### config.mk
export PLATFORM = sky130hd
export DESIGN_NAME = addr_decalcu
export DESIGN_NICKNAME = d
export VERILOG_FILES = /design/src/rtl/addr_calcu_pkg.sv /design/src/rtl/addr_decalcu_cmp.sv /design/src/rtl/addr_decalcu.sv
export SDC_FILE = /design/constraint.sdc
export NUM_CORES = 1
export LEC_CHECK = 0
export CORE_AREA = 2 2 96 98
export CTS_CLUSTER_DIAMETER = 200
export CTS_CLUSTER_SIZE = 28
export DETAILED_ROUTE_END_ITERATION = 6
export DIE_AREA = 0 0 98 100
export PLACE_DENSITY = 0.73
export REMOVE_ABC_BUFFERS = 1
export SLEW_MARGIN = 10
export SYNTH_ARGS = -nofsm -noshare
export SYNTH_HDL_FRONTEND = slang
export SYNTH_SLANG_ARGS = --single-unit
### constraint.sdc
create_clock -name clk -period 9.1 [get_ports clk]
set_input_delay 1.365 -clock clk [delete_from_list [all_inputs] [get_ports clk]]
set_output_delay 1.365 -clock clk [all_outputs]
set_load 0.05 [all_outputs]
### src/rtl/addr_calcu_pkg.sv
// Shared types and defaults for the address calculator family.
// Result bundle of the inverse (decode) direction.
package addr_calcu_pkg;

  localparam int AW = 8;
  localparam int CW = 2 * AW;
  localparam logic [AW-1:0] BASE = 8'h80;

  typedef struct packed {
    logic [AW-1:0] offset;
    logic [AW-1:0] ptr;
    logic          control;
    logic          match;
    logic          ambig;
    logic          range_err;
  } dec_res_t;

endpackage

### src/rtl/addr_decalcu_cmp.sv
// Stage-2 decode: turns a wide offset and two candidate
// pointers into the recovered pointer/select and status flags.
module addr_decalcu_cmp
  import addr_calcu_pkg::*;
#(
  parameter logic [AW-1:0] PTR_BASE = BASE
) (
  input  logic [CW-1:0] off16_i,
  input  logic [AW-1:0] ptr1_i,
  input  logic [AW-1:0] ptr2_i,
  output dec_res_t      res_o
);

  logic          rerr;
  logic [AW-1:0] off;
  logic [AW-1:0] ptr;
  logic          hit1;
  logic          hit2;

  assign rerr = |off16_i[CW-1:AW];
  assign off  = off16_i[AW-1:0];
  assign ptr  = PTR_BASE - off;
  assign hit1 = (ptr == ptr1_i);
  assign hit2 = (ptr == ptr2_i);

  // ptr1 takes priority; an out-of-range offset never matches
  always_comb begin
    res_o           = '0;
    res_o.offset    = off;
    res_o.ptr       = ptr;
    res_o.range_err = rerr;
    res_o.match     = !rerr && (hit1 || hit2);
    res_o.control   = !rerr && hit1;
    res_o.ambig     = !rerr && hit1 && hit2;
  end

endmodule

### src/rtl/addr_decalcu.sv
// Inverse address calculator: two-stage valid/ready pipe
// recovering pointer/offset/select, plus a miss counter.
module addr_decalcu #(
  parameter int              AW   = addr_calcu_pkg::AW,
  parameter logic [AW-1:0]   BASE = addr_calcu_pkg::BASE,
  parameter int              MCW  = 8
) (
  input  logic            clk,
  input  logic            rst,
  input  logic            in_valid,
  output logic            in_ready,
  input  logic [2*AW-1:0] in_count,
  input  logic [AW-1:0]   in_address,
  input  logic [AW-1:0]   in_b,
  input  logic [AW-1:0]   in_ptr1,
  input  logic [AW-1:0]   in_ptr2,
  output logic            out_valid,
  input  logic            out_ready,
  output logic [AW-1:0]   out_offset,
  output logic [AW-1:0]   out_ptr,
  output logic            out_control,
  output logic            out_match,
  output logic            out_ambig,
  output logic            out_range_err,
  input  logic            clr_cnt,
  output logic [MCW-1:0]  miss_cnt
);

  import addr_calcu_pkg::dec_res_t;

  localparam int CW = 2 * AW;

  logic          s1_v_q;
  logic [CW-1:0] s1_off_q;
  logic [AW-1:0] s1_p1_q;
  logic [AW-1:0] s1_p2_q;
  logic          s2_v_q;
  dec_res_t      res_q;
  dec_res_t      res_d;
  logic [MCW-1:0] miss_q;
  logic [MCW-1:0] miss_d;

  logic          s2_adv;
  logic [CW-1:0] addr_d;
  logic [CW-1:0] off16_d;

  assign s2_adv   = !s2_v_q || out_ready;
  assign in_ready = !s1_v_q || s2_adv;

  assign addr_d  = in_count - {{AW{1'b0}}, in_b};
  assign off16_d = {{AW{1'b0}}, in_address} - addr_d;

  // Stage 1: capture the wide offset and candidates on accept
  always_ff @(posedge clk) begin
    if (rst) begin
      s1_v_q   <= 1'b0;
      s1_off_q <= '0;
      s1_p1_q  <= '0;
      s1_p2_q  <= '0;
    end else if (in_ready) begin
      s1_v_q <= in_valid;
      if (in_valid) begin
        s1_off_q <= off16_d;
        s1_p1_q  <= in_ptr1;
        s1_p2_q  <= in_ptr2;
      end
    end
  end

  addr_decalcu_cmp #(
    .PTR_BASE(BASE)
  ) u_cmp (
    .off16_i(s1_off_q),
    .ptr1_i (s1_p1_q),
    .ptr2_i (s1_p2_q),
    .res_o  (res_d)
  );

  // Stage 2: output register, held while stalled
  always_ff @(posedge clk) begin
    if (rst) begin
      s2_v_q <= 1'b0;
      res_q  <= '0;
    end else if (s2_adv) begin
      s2_v_q <= s1_v_q;
      if (s1_v_q) res_q <= res_d;
    end
  end

  // Miss counter next state: clear beats a saturating increment
  always_comb begin
    miss_d = miss_q;
    if (clr_cnt) miss_d = '0;
    else if (s2_v_q && out_ready && !res_q.match && (miss_q != '1))
      miss_d = miss_q + 1'b1;
  end

  // Miss counter register
  always_ff @(posedge clk) begin
    if (rst) miss_q <= '0;
    else     miss_q <= miss_d;
  end

  assign out_valid     = s2_v_q;
  assign out_offset    = res_q.offset;
  assign out_ptr       = res_q.ptr;
  assign out_control   = res_q.control;
  assign out_match     = res_q.match;
  assign out_ambig     = res_q.ambig;
  assign out_range_err = res_q.range_err;
  assign miss_cnt      = miss_q;

endmodule

==> impl_metrics.py <==
metrics = {
    "timing": {
        "finalHoldViolCount": 0,
        "fin_skew_ps": 6.45,
        "setup_slack_ps": 4840,
        "drv_slew": 0,
        "timing.slew.headroom_pct": 38.5,
        "setup_viol": 0,
        "hold_ws_ps": 450,
        "tightest_slew_ps": 922,
        "timing.fmax_ghz": 0.235,
        "min_period_over_period_pct": 46.9,
        "totalNegativeSetupSlack_ps": 0,
        "layout_min_cycle_time_ps": 4260,
        "rsz0062_at_grt": "no",
    },
    "clock_network": {
        "cts_tree": "built",
        "clkSlewWorstSetupHoldPaths_ps": 60,
        "cts_setup_buffers": 0,
        "numCtsBuffers": 9,
        "cts_root_buf": "clkbuf_8",
        "cts.sinks": 61,
        "hold_buffers": 0,
        "cts_resized": 0,
        "cts.htree.levels": 3,
        "clk_path_buf_depth": 2,
        "clk_latency_ps": 330,
    },
    "critical_path": {
        "cp_common_cell": "clkdlybuf4s50_1",
        "cp.depth": 4,
        "r2r_slack_ps": 6790,
        "reg2reg_depth": 8,
        "crit_path_max_fanout": 3,
        "cp-end-kind": "primary output",
        "r2r-end": "out_control",
        "required_ps": 7740,
        "critical-path-top-delay-family": "buffers and inverters",
        "startpoint_type": "input pin",
        "cp_cell_sequence": "clkdlybuf4s50_1, nor2b_1, nand2_1, clkdlybuf4s50_1",
        "cpPeakStageDelay_ps": 720,
        "critPathArrivalTime_ps": 2900,
        "path_class": "input pin to primary output",
        "slowest_stage": "clkdlybuf4s50_1",
        "timing.rr.start": "s1_off_q[0]",
        "critPathBufInv": 2,
    },
    "synth": {
        "synth_top_area_share_pct": 35.3,
        "synth_warnings": 0,
        "syn_area_per_cell_um2": 7.88,
        "ys_seq_area_share_pct": 35.3,
        "synth.area.top_cells": "dfxtp_1 (35%), nand2_1 (9.8%), a21oi_1 (7.1%)",
        "synthFlopType": "dfxtp_1",
        "synth_cells": 439,
        "yosys.area.top_type": "dfxtp_1",
        "synth.distinct_cells": 50,
        "async_reset_ff_share_pct": 0,
        "synth_edf_count": 0,
        "synth_seq_cells": 61,
        "synth_area_um2": 3460,
    },
    "floorplan": {
        "pin_count": 83,
        "rows": 35,
        "fp.dieH_um": 100,
        "initial_core_util_pct": 38.9,
        "core_um2": 8890,
        "die_area_um2": 9800,
        "dieWidth_um": 98,
    },
    "layout": {
        "final_cell_mix": "nand2_1 (90), clkdlybuf4s50_1 (81), dfxtp_1 (61)",
        "final_util_pct": 50.6,
        "antenna_cells": 0,
        "layout_commonest_cell": "nand2_1",
        "fin_cells": 626,
        "fin_area_um2": 4490,
        "nets": 583,
        "drive_gt1_share_pct": 4.66,
        "syn_to_final_growth_pct": 29.9,
    },
    "place": {
        "place_inst": 610,
        "port_buffers": 82,
        "gp_congestion": 0.842,
        "placedInstanceArea_um2": 4320,
        "place_ws_ps": 4610,
        "dp_hpwl_um": 5860,
    },
    "global_routing": {
        "grt_max_degree": 54,
        "grt_pass1_vias": 3041,
        "antenna_found_initial": 0,
        "grt_usage_pct": 16.3,
        "grt_pass1_wl_um": 13400,
        "grt_overflow": 0,
    },
    "power_and_ir_drop": {
        "p_total_mw": 0.756,
        "p_per_area_nw_per_um2": 168,
        "vdd_drop_max_uv": 72.1,
        "p_leak_nw": 1.73,
    },
    "route": {
        "vias": 3136,
        "first_pass_iters": 4,
        "vias_per_cell": 5.01,
        "drtIter0Drc": 103,
        "wire_per_inst_um": 12.4,
        "wirelength_um": 7750,
        "drc": 0,
        "ant_nets": 0,
    },
    "worst_hold_path": {
        "hold_start": "out_control",
        "hold_class": "flip-flop to flip-flop",
        "min_delay_worst_endpoint": "out_control",
        "holdPathStages": 2,
    },
    "flow_run": {
        "maxCapViolations": 0,
    },
    "outcome": {
        "run_status": "completed",
    },
}
==> kinds of logic after synthesis <==
logic type      count (synthesis)  share of synthesized area (%)
simple gates                  167                           22.5
compound gates                 94                           17.4
buf+inv                        64                           7.52
flops                          61                           35.3
xor+xnor                       32                           8.10
fa+ha+maj                      20                           8.97
mux                             1                          0.289
==> power breakdown <==
group,leakage (nW),switching (mW),internal (mW)
Clock,0.0877,0.0965,0.114
Sequential,0.499,0.0235,0.285
Combinational,1.15,0.129,0.107
Total,1.73,0.249,0.507
==> metal layers <==
metal	track usage [%]	part of all wire [%]	up-vias
met1	19.4	45	1427
li1	-	-	1628
met3	2.44	4.1	7
met5	0	0	-
met4	6.52	0.86	0
met2	29.6	50	74
==> synthesized netlist by cell type (2+ instances only) <==
library cell / count
a211o_1: 2
or4_1: 3
a211oi_1: 8
buf_2: 7
o21a_1: 2
or3_1: 3
fa_1: 8
o21ai_0: 9
inv_1: 40
o21ai_1: 3
o211ai_1: 2
nand3_1: 14
a21oi_1: 49
a21o_1: 2
nor2b_1: 2
nand4_1: 8
nor2_1: 22
nor3b_1: 3
and3_1: 2
o311ai_0: 3
o311a_1: 2
clkbuf_1: 12
nor3_1: 7
nand2b_1: 2
or2_2: 2
o21bai_1: 2
dfxtp_1: 61
ha_1: 12
nand2_1: 90
buf_1: 3
xor2_1: 10
a31oi_1: 2
nor4_1: 4
xnor2_1: 22
==> layout make-up <==
type | count | area [µm²]
fill | 872 | 4400
multi-input combinational | 314 | 1980
sequential | 61 | 1220
timing repair buffer | 84 | 831
clock buffer | 15 | 166
inverter | 40 | 150
tap | 111 | 139
clock inverter | 1 | 5.00
==> flip-flops by register name, indices dropped and copies added, names as in the netlist <==
register and flops:
s1_off_q 16, miss_cnt 8, out_offset 8, s1_p1_q 8
s1_p2_q 8, out_ptr 7, out_ambig 1, out_control 1
out_match 1, out_range_err 1, out_valid 1, s1_v_q 1
==> worst max-delay path by stage <==
stage	start	to	slack [ps]
2_1_floorplan	in_address[1]	s1_off_q[14]	5300
3_3_place_gp	in_address[1]	s1_off_q[14]	4640
3_5_place_dp	in_address[1]	s1_off_q[14]	4610
4_1_cts	out_ready	in_ready	4820
5_1_grt	out_ready	in_ready	4740
6_report	out_ready	in_ready	4840
==> worst reg2reg max path, cell delays in order, from the launching register on <==
cell and delay, ps:
dfxtp_1 390, inv_1 90, ha_1 170, nor3b_2 400, nand2_1 240, xnor2_1 210
a2111oi_4 400, nand3_1 180, a21oi_1 160
Power figures use the tool's default switching activity.
==> RTL edit 1: new RTL, config.mk and constraints unchanged <==
Put one more register stage on the output `miss_cnt`. The value now appears one clock later. The other outputs are not delayed to match.
--- a/src/rtl/addr_decalcu.sv
+++ b/src/rtl/addr_decalcu.sv
@@ -109,5 +109,7 @@
   assign out_ambig     = res_q.ambig;
   assign out_range_err = res_q.range_err;
-  assign miss_cnt      = miss_q;
+  always_ff @(posedge clk) begin
+    miss_cnt <= miss_q;
+  end
 
 endmodule
Formal check against the unedited RTL: not equivalent (a bounded check fails within 4 cycles, from zero or initial values and one cycle with rst high).
==> RTL edit 1 against the unedited design <==
Synthesized area is 2.4% higher; setup slack better by 1.7 ps; total power is 9.0% higher; highest routed layer unchanged; cell count is 2.2% lower; routed wire length is 2.4% higher; synthesized cell count is 3.9% lower; sequential cell count is 8 higher; clock power is 21% higher; cell area is 3.0% higher.
==> RTL edit 1: results <==
[logic_synthesis]
yosys-top-cells-area = "dfxtp_1, nand2_1, a21oi_1, fa_1, ha_1"
syn_avg_cell_area_sq_um = 8.39
synth_flop_cell = "dfxtp_1"
yosysSeqAreaShare_pct = 39.0
ys_types = 53
netlist_top_cells_count = "nand2_1, dfxtp_1, a21oi_1"
synth_warnings = 0

[clock_network]
cts_buffers = 9
cts.clk_slew.worst_paths_ps = 80
clock_latency_ps = 350
clockBufferDepth = 2
cts_setup_buffers = 0

[placed_design]
dpl.hpwl_microns = 5810
port_buffers = 82
preCtsSetupSlack_ps = 4700
post-place-cells = 596
gp_congestion = 0.781

[final_layout]
n_fill_cell = 857
nets = 569
drive_above_1_share_pct = 6.59

[timing]
clock_skew_ps = 11.0
relSlewSlack_pct = 35.0

[route]
drt_iter0_markers = 111
drt-vias-per-instance = 5.00
vias = 3060
wl_microns = 7940
first_pass_iters = 4

[grt]
grt_pass1_wl_microns = 13600
globalRouteMet2Util_pct = 30.3
antenna_found_initial = 0
grt_start_max_net_pins = 56
grt_util_met1_pct = 19.9
grt_usage_pct = 16.8
grt_util_met3_pct = 2.58

[power]
vdd_ir_drop_max_mv = 0.0767
power_leakage_nw = 1.84

[worst_hold_path]
hp-start = "miss_q[5]"

[status]
status = "finished clean"

[critical_path]
critPathTopFamily = "buffers and inverters"
-- RTL edit 1: cell types whose count changed after synthesis, moves of 4 or more --
cell / unedited run / this run
dfxtp_1: 61 / 69
nand2_1: 90 / 80
nor4b_1: 0 / 4
xnor2_1: 22 / 17
-- RTL edit 1: final cells by class --
type / count / area, sq um / area share [%]
Tap cell: 111 / 139 / 3.00
Clock inverter: 7 / 80.1 / 1.73
Multi-Input combinational cell: 295 / 1940 / 41.8
Sequential cell: 69 / 1380 / 29.8
Inverter: 37 / 139 / 3.00
Clock buffer: 9 / 124 / 2.68
Timing Repair Buffer: 84 / 831 / 17.9
-- RTL edit 1: path summary, 6_finish.rpt --
path / endpoint / slack (ps) / depth (start not counted)
setup / recovery: in_ready / 4840 / 4
hold / removal: miss_cnt[5] / 380 / 0
setup reg to reg: out_ambig / 6840 / 8
hold reg to reg: miss_cnt[5] / 380 / 0
-- RTL edit 1: metrics by stage --
step           cell area, sq um  utilization, %
6_report                   4630            52.1
5_1_grt                    4630            52.1
3_5_place_dp               4430            49.8
2_1_floorplan              3450               -
4_1_cts                    4630            52.1
3_3_place_gp               4430            49.8
-- RTL edit 1: kinds of logic after synthesis --
group,after synthesis,synth area share (%)
xor gates and xnor gates,31,8.48
adders and majority gates,20,8.76
muxes,2,0.565
DFF,69,39.0
buffers and inverters,58,6.43
and+or+nand+nor,159,22.2
AOI/OAI and AO/OA,83,14.6
-- RTL edit 1: where the power goes --
| group | switching [mW] | internal [mW] |
|---|---|---|
| combinational | 0.124 | 0.106 |
| clock | 0.124 | 0.130 |
| sequential | 0.0191 | 0.320 |
| total | 0.267 | 0.557 |
-- RTL edit 1: metal layers --
layer  share of wire (%)  routed length (microns)
met1                  44                     3520
met2                  50                     3940
met5                   0                        0
met3                 4.2                      333
met4                 1.8                      144
==> RTL edit 2: new RTL, same settings <==
Made on the original files. The package constant `AW` goes from 8 to 9.
--- a/src/rtl/addr_calcu_pkg.sv
+++ b/src/rtl/addr_calcu_pkg.sv
@@ -3,5 +3,5 @@
 package addr_calcu_pkg;
 
-  localparam int AW = 8;
+  localparam int AW = 9;
   localparam int CW = 2 * AW;
   localparam logic [AW-1:0] BASE = 8'h80;
Ports: changed (7 resized); port bits go from 83 to 91. The function was not compared with the original's and may differ.
==> RTL edit 2 against the unedited design <==
Setup slack got worse by 170 ps; sequential share of layout area decreased by 0.40 points; sequential cell count increased by 6; cell count increased by 8.1%; fmax decreased by 3.8%; total power increased by 15%; routed wire length increased by 13%; via count increased by 11%; combinational power increased by 8%; largest power group unchanged; synthesized cell count increased by 9.8%; cell area increased by 11%; count of clock-buffer cells in the layout decreased by 5; utilization increased by 5.8 points; synthesized area increased by 11%.
==> RTL edit 2: results <==
[status]
status = "finished clean"

[route]
wl_microns = 8740
first_pass_iters = 4
drt-vias-per-instance = 5.15
drt_iter0_markers = 174

[power]
vdd_ir_drop_max_mv = 0.0760
cellInternalPower_mw = 0.593
power_leakage_nw = 2.03

[clock_network]
clockBufferDepth = 2
clock_latency_ps = 350
cts_resized = 0
root_buffer = "clkbuf_8"
cts.htree.levels = 3

[critical_path]
cp_slowest_cell = "a211oi_1"
worstPathMaxFanout = 7
critPathTopFamily = "compound AO/OA/AOI/OAI gates"
crit_arrival_ps = 4700
reg2reg_depth = 8
slowest_delay_ps = 660

[logic_synthesis]
yosysSeqAreaShare_pct = 35.0
yosys-top-cells-area = "dfxtp_1, nand2_1, a21oi_1, xor2_1, fa_1"
async_flop_share_pct = 0
netlist_top_cells_count = "nand2_1, dfxtp_1, a21oi_1"
synth_flop_cell = "dfxtp_1"
ys_types = 52

[placed_design]
preCtsSetupSlack_ps = 4340
gp_congestion = 0.866
port_buffers = 90
dpl.hpwl_microns = 6510
placed_cell_area_sq_um = 4780

[grt]
first_global_vias = 3353
grt_pass1_wl_microns = 14700
grt_util_met1_pct = 21.1
globalRouteMet2Util_pct = 33.2
grt_start_max_net_pins = 62
grt_util_met3_pct = 3.48
antenna_found_initial = 0
grt_usage_pct = 18.3

[final_layout]
diodes = 0
regMostFlops = "s1_off_q"
nets = 642
largest_reg_flops = 18
n_fill_cell = 810
drive_above_1_share_pct = 4.59

[timing]
clock_skew_ps = 9.66
relSlewSlack_pct = 49.4

[worst_hold_path]
hp-class = "reg2reg"
[RTL edit 2: power by group through the flow]
stage / sequential [mW] / clock [mW] / combinational [mW]
after floorplan: 0.357 / 0 / 0.159
after global placement: 0.341 / 0 / 0.250
after detailed placement: 0.342 / 0 / 0.256
after CTS: 0.336 / 0.280 / 0.257
after global routing: 0.339 / 0.292 / 0.285
final: 0.336 / 0.278 / 0.256
[RTL edit 2: final timing paths]
kind,endpoint,slack (ps),start
max,s1_off_q[17],4670,in_address[1]
min,out_offset[3],450,out_offset[3]
max reg2reg,out_ambig,6640,s1_off_q[0]
min reg2reg,out_offset[3],450,out_offset[3]
[RTL edit 2: worst min-delay path, delay by kind of cell (launching register included)]
| family | cells | cell delay (ps) |
|---|---|---|
| flip-flops | 1 | 310 |
| AND/OR/NAND/NOR | 1 | 50 |
| AO/OA/AOI/OAI | 1 | 50 |
[RTL edit 2: through the flow]
step / utilization, % / cells
floorplan: - / 456
global placement: 53.8 / 661
detailed placement: 53.8 / 661
CTS: 56.4 / 677
global route: 56.4 / 677
finish: 56.4 / 677
[RTL edit 2: metal layers]
layer / wire length [microns] / part of all wire [%]
met1: 3900 / 45
met2: 4300 / 49
met3: 396 / 4.5
met5: 0 / 0
met4: 148 / 1.7
[RTL edit 2: layout make-up]
class | count | area share, %
flip-flops and latches | 67 | 26.8
well taps | 111 | 2.77
clock inverters | 6 | 1.77
inverters | 42 | 3.15
clock buffers | 10 | 2.75
repair buffers | 94 | 18.5
multi-input cells | 347 | 44.3
[RTL edit 2: cells by family after synthesis]
kind of cell | count (synthesis) | synth area share [%]
AND/OR/NAND/NOR | 186 | 22.4
AO/OA/AOI/OAI | 100 | 16.1
buffers and inverters | 68 | 7.17
flip-flops | 67 | 35.0
XOR/XNOR | 37 | 9.91
adder cells (fa/ha/maj) | 22 | 8.93
multiplexers | 2 | 0.522
